[src/rtl/pc_gen_pkg.sv]
// Shared types and helpers for the fetch-stage program-counter unit.
package pc_gen_pkg;

   typedef enum logic [1:0] {
      BOOT = 2'd0,
      RUN  = 2'd1,
      HALT = 2'd2
   } pc_state_e;

   // Width of a redirect channel index, never narrower than one bit.
   function automatic int unsigned sel_width(input int unsigned n);
      return (n <= 1) ? 1 : $clog2(n);
   endfunction

endpackage

[src/rtl/pc_redirect_arb.sv]
// Fixed-priority redirect arbiter: channel 0 wins; purely combinational, no backpressure.
module pc_redirect_arb
   import pc_gen_pkg::*;
#(
   parameter int ADDR_WIDTH   = 32,
   parameter int NUM_REDIRECT = 3,
   parameter int SEL_W        = sel_width(NUM_REDIRECT)
) (
   input  logic [NUM_REDIRECT-1:0]            valid,
   input  logic [NUM_REDIRECT*ADDR_WIDTH-1:0] targets,
   output logic                               any_valid,
   output logic [SEL_W-1:0]                   sel,
   output logic [ADDR_WIDTH-1:0]              target
);

   // Scan from the top down so the lowest asserted index is the last writer.
   always_comb begin
      any_valid = 1'b0;
      sel       = '0;
      target    = '0;
      for (int k = NUM_REDIRECT - 1; k >= 0; k--) begin
         if (valid[k]) begin
            any_valid = 1'b1;
            sel       = SEL_W'(k);
            target    = targets[k*ADDR_WIDTH +: ADDR_WIDTH];
         end
      end
   end

endmodule

[src/rtl/pc_gen.sv]
// Registered fetch PC with prioritised redirects, halt and valid/ready toward IF; redirect-to-PC 1 cycle.
// pc_o is held until accepted unless a redirect withdraws it; PC_GEN_ALIGN_CHECK_EN adds misalign_o.
module pc_gen
   import pc_gen_pkg::*;
#(
   parameter logic [31:0] PC_ADDR      = 32'h8000_0000,
   parameter int          ADDR_WIDTH   = 32,
   parameter int          NUM_REDIRECT = 3,
   parameter int          INSTR_BYTES  = 4,
   localparam int         SEL_W        = sel_width(NUM_REDIRECT)
) (
   input  logic                               clk_i,
   input  logic                               rst_i,
   input  logic [NUM_REDIRECT-1:0]            redir_valid_i,
   input  logic [NUM_REDIRECT*ADDR_WIDTH-1:0] redir_target_i,
   input  logic                               stall_i,
   input  logic                               halt_i,
   output logic [ADDR_WIDTH-1:0]              pc_o,
   output logic                               pc_valid_o,
   input  logic                               pc_ready_i,
   output logic                               flush_o,
   output logic [SEL_W-1:0]                   redir_sel_o,
`ifdef PC_GEN_ALIGN_CHECK_EN
   output logic                               misalign_o,
`endif
   output logic                               halted_o
);

   pc_state_e             state;
   logic                  redir_any;
   logic [SEL_W-1:0]      redir_sel;
   logic [ADDR_WIDTH-1:0] redir_tgt;
   logic [ADDR_WIDTH-1:0] load_tgt;
   logic [ADDR_WIDTH-1:0] pc_inc;
   logic                  xfer;

   pc_redirect_arb #(
      .ADDR_WIDTH   (ADDR_WIDTH),
      .NUM_REDIRECT (NUM_REDIRECT),
      .SEL_W        (SEL_W)
   ) u_arb (
      .valid     (redir_valid_i),
      .targets   (redir_target_i),
      .any_valid (redir_any),
      .sel       (redir_sel),
      .target    (redir_tgt)
   );

`ifdef PC_GEN_ALIGN_CHECK_EN
   localparam int ALIGN_BITS = $clog2(INSTR_BYTES);
   logic misaligned;
   assign misaligned = |redir_tgt[ALIGN_BITS-1:0];
   assign load_tgt   = {redir_tgt[ADDR_WIDTH-1:ALIGN_BITS], ALIGN_BITS'(0)};
`else
   assign load_tgt   = redir_tgt;
`endif

   assign xfer   = pc_valid_o && pc_ready_i;
   assign pc_inc = pc_o + ADDR_WIDTH'(INSTR_BYTES);

   always_ff @(posedge clk_i or posedge rst_i) begin
      if (rst_i) begin
         state       <= BOOT;
         pc_o        <= ADDR_WIDTH'(PC_ADDR);
         pc_valid_o  <= 1'b0;
         flush_o     <= 1'b0;
         redir_sel_o <= '0;
         halted_o    <= 1'b0;
`ifdef PC_GEN_ALIGN_CHECK_EN
         misalign_o  <= 1'b0;
`endif
      end else begin
         flush_o <= 1'b0;
`ifdef PC_GEN_ALIGN_CHECK_EN
         misalign_o <= 1'b0;
`endif
         case (state)
            BOOT: begin
               state      <= RUN;
               pc_valid_o <= 1'b1;
            end
            RUN, HALT: begin
               if (redir_any) begin
                  // Redirect withdraws any pending request, even mid-stall or unaccepted.
                  pc_o        <= load_tgt;
                  flush_o     <= 1'b1;
                  redir_sel_o <= redir_sel;
                  pc_valid_o  <= 1'b1;
                  halted_o    <= 1'b0;
                  state       <= RUN;
`ifdef PC_GEN_ALIGN_CHECK_EN
                  misalign_o  <= misaligned;
`endif
               end else if (state == HALT) begin
                  if (!halt_i) begin
                     pc_valid_o <= 1'b1;
                     halted_o   <= 1'b0;
                     state      <= RUN;
                  end
               end else if (halt_i) begin
                  if (xfer) begin
                     pc_o <= pc_inc;
                  end
                  pc_valid_o <= 1'b0;
                  halted_o   <= 1'b1;
                  state      <= HALT;
               end else if (!stall_i && xfer) begin
                  pc_o <= pc_inc;
               end
            end
            default: begin
               state      <= BOOT;
               pc_valid_o <= 1'b0;
               halted_o   <= 1'b0;
            end
         endcase
      end
   end

endmodule

[config.mk]
export PLATFORM = sky130hd
export DESIGN_NAME = pc_gen
export DESIGN_NICKNAME = d
export VERILOG_FILES = /design/src/rtl/pc_gen_pkg.sv /design/src/rtl/pc_redirect_arb.sv /design/src/rtl/pc_gen.sv
export SDC_FILE = /design/constraint.sdc
export NUM_CORES = 1
export LEC_CHECK = 0
export ABC_CLOCK_PERIOD_IN_PS = 2080
export CORE_MARGIN = 2
export CORE_UTILIZATION = 38
export CTS_BUF_LIST = sky130_fd_sc_hd__clkbuf_2
export CTS_CLUSTER_SIZE = 30
export DETAILED_ROUTE_END_ITERATION = 7
export MAX_ROUTING_LAYER = met4
export PLACE_DENSITY = 0.89
export SETUP_SLACK_MARGIN = 0.02
export SLEW_MARGIN = 0
export SYNTH_ARGS = -nofsm -noshare
export SYNTH_HDL_FRONTEND = slang
export SYNTH_SLANG_ARGS = --single-unit
[constraint.sdc]
create_clock -name clk_i -period 2.08 [get_ports clk_i]
set_clock_uncertainty 0.2 [all_clocks]
set_input_delay 0.208 -clock clk_i [delete_from_list [all_inputs] [get_ports clk_i]]
set_output_delay 0.208 -clock clk_i [all_outputs]
set_load 0.01 [all_outputs]
==> reports/metrics.csv <==
stage;metric;value;unit
placed_design;port-buffer-count;140;
timing;setup_viol;1;
logic_synthesis;postSynth.asyncResetShare;100;%
routing;drcViolationCount;0;
timing;setup_slack;-0.0570;ns
logic_synthesis;avgSynthCellArea;7.31;sq um
clocking;clk_latency;0.42;ns
routing;wire_per_inst;16.5;um
timing;slew-limit-headroom;77.3;%
run_status;status;finished with violations;
floorplan;top_level_ports;141;
run_status;failed_checks;setup timing;
routing;viasPerCell;5.73;
clocking;cts_buffer_depth;2;
global_route;grt_max_degree;47;
logic_synthesis;synth_flop_cell;dfrtp_1;
logic_synthesis;post-synth-top-count-cell;nand2_1;
worst_setup_path;crit_path_max_fanout;4;
timing;finalCritPeriodShare;103;%
job;cap_violations;0;
clocking;numCtsBuffers;5;
floorplan;die_width;89.8;um
logic_synthesis;synth-seq-cells;38;
worst_setup_path;crit_top_cell;or4_4;
global_route;grt_util_all_layers;26.9;%
final_layout;regArea;960;sq um
logic_synthesis;synth_area_leader_cell;dfrtp_1;
worst_setup_path;cp-end-kind;flip-flop;
timing;rsz0062_at_grt;true;
global_route;grt_util_met2;45.1;%
logic_synthesis;synthTopCellsByArea;dfrtp_1 (33%), o21ai_0 (9.7%), a21oi_1 (8.8%), nand2_1 (8.4%), o22ai_1 (6.5%);
worst_setup_path;required;2.26;ns
placed_design;dp_hpwl;8.38;mm
final_layout;syn_to_final_growth;74.2;%
routing;drtIter0Drc;297;
timing;min_period;2.14;ns
routing;ant_nets;0;
final_layout;antenna_cells;0;
timing;whs;0.171;ns
floorplan;core;7180;sq um
routing;finalWirelength;11.0;mm
routing;routed-via-count;3816;
global_route;met3_usage;5.70;%
logic_synthesis;syn-num-nets;493;
logic_synthesis;ys_warn_count;0;
placed_design;post-place-cells;653;
global_route;grt_pass1_wl;17.5;mm
power_and_ir_drop;p_leak;1.90;nW
worst_setup_path;cp_slowest_stage_delay;0.54;ns
global_route;grt_antenna_before_repair;0;
worst_setup_path;crit_slowest_cell;or4_4;
logic_synthesis;yosysSeqAreaShare;34.0;%
logic_synthesis;synth_edf_count;0;
clocking;cts_tree;built;
worst_setup_path;crit_chain;nand4_1, or4_4, or4_4, a21oi_4, a2bb2oi_2;
floorplan;start_util;39.0;%
timing;worstMarginPinSlew;0.339;ns
clocking;clk_pin_slew;0.21;ns
clocking;cts_max_level;2;
global_route;grt_overflow;0;
power_and_ir_drop;finalPower;5.13;mW
power_and_ir_drop;worst_ir_drop_vdd;0.552;mV
logic_synthesis;syn_inst;383;
routing;drt-pass1-iter-count;5;
worst_setup_path;cp-start-kind;flip-flop;
timing;clock.fmax;0.468;GHz
worst_setup_path;crit_type;reg -> reg;
min_path;hold_class;in -> reg;
clocking;cts.sinks;38;
final_layout;design_area;4880;sq um
final_layout;instances_no_fill;666;
floorplan;rows;31;
timing;slew_violations;0;
logic_synthesis;syn_area;2800;sq um
global_route;grt_pass1_vias;3654;
timing;hold_violations;0;
global_route;top_usage_layer;met2;
global_route;gr-usage-met1;33.3;%
worst_setup_path;crit_arrival;2.32;ns
logic_synthesis;ys_types;38;
final_layout;final_util;68.0;%
placed_design;place_ws;-0.199;ns
floorplan;die_h;89.8;um
logic_synthesis;ys_top_cells_by_count;nand2_1 (63), o21ai_0 (54), a21oi_1 (49), dfrtp_1 (37), o22ai_1 (29);
clocking;root_buffer;clkbuf_2;
logic_synthesis;synth_top_area_share;33.1;%
power_and_ir_drop;cellPowerDensity;1050;nW/um^2
placed_design;dpl-instance-area;4710;sq um
placed_design;globalplace.congestion;0.918;
final_layout;fill_cells;615;
final_layout;drive_above_1_share;17.8;%
floorplan;die_area;8070;sq um
timing;tns;-0.0570;ns
final_layout;nNetsFinal;676;
final_layout;multi_input_area;1790;sq um
==> power breakdown <==
group | switching (mW) | internal [mW] | leakage [nW]
registers | 0.279 | 1.11 | 0.439
clock network | 0.261 | 0.0717 | 0.0255
logic | 1.63 | 1.77 | 1.44
total | 2.17 | 2.96 | 1.90
==> placed cells by master (no fill, tap or decap), drive strengths merged, types with 4 or more instances in the layout <==
master           n
clkdlybuf4s50  139
a211oi           4
nand3           14
clkbuf           6
ha               6
or3              4
o31ai           11
nand2           63
nand4           10
o21ai           56
buf             62
mux2i            6
nor2            15
a21oi           50
o22ai           29
inv              9
nor3            14
dfrtp           37
==> final cells by class <==
cell class,instances,share of cell area (%)
inverter,9,0.692
sequential,38,19.7
clock inverter,3,0.231
multi-input combinational,309,36.6
tap,99,2.54
clock buffer,5,0.513
timing repair buffer,203,39.8
==> worst paths after layout <==
kind,startpoint,endpoint,slack (ns),cells past startpoint
setup / recovery,pc_o[18],pc_o[31],-0.06,5
hold / removal,redir_valid_i[0],redir_sel_o[0],0.17,3
setup reg to reg,pc_o[18],pc_o[31],-0.06,5
hold reg to reg,pc_o[31],pc_o[31],0.32,1
max in group asynchronous,rst_i,pc_o[31],0.97,4
min in group asynchronous,rst_i,pc_o[18],0.45,4
==> registers in the layout, indices dropped and copies added (netlist names) <==
name         cells
flush_o          1
halted_o         1
pc_o            32
pc_valid_o       1
redir_sel_o      2
state            1
==> worst max-delay path: cells and delay by family (launching register included) <==
kind               cells  cell delay, ns
DFF                    1            0.41
and+or+nand+nor        3            1.20
AOI/OAI and AO/OA      2            0.28
==> cells by family after synthesis <==
logic type / share of synthesized area, %
adders and majority gates: 2.68
AOI/OAI and AO/OA: 33.0
muxes: 2.14
DFF: 34.0
buffers and inverters: 5.09
and+or+nand+nor: 23.1
==> metal layers <==
metal / part of all wire (%) / wire length [um] / vias to the layer above
li1: - / - / 1792
met1: 42 / 4580 / 1745
met2: 47 / 5200 / 241
met5: 0 / 0 / -
met3: 8.5 / 935 / 38
met4: 2.8 / 305 / 0
==> what timing repair did <==
item,in CTS,in global routing
hold buffers,1,0
gates resized for setup,1,20
gates cloned,0,1
buffers inserted,0,3
endpoints found under the setup margin,4,20
hold endpoints to repair,37,0
pin swaps,0,2
No activity file was read; power rests on OpenSTA's default activity.
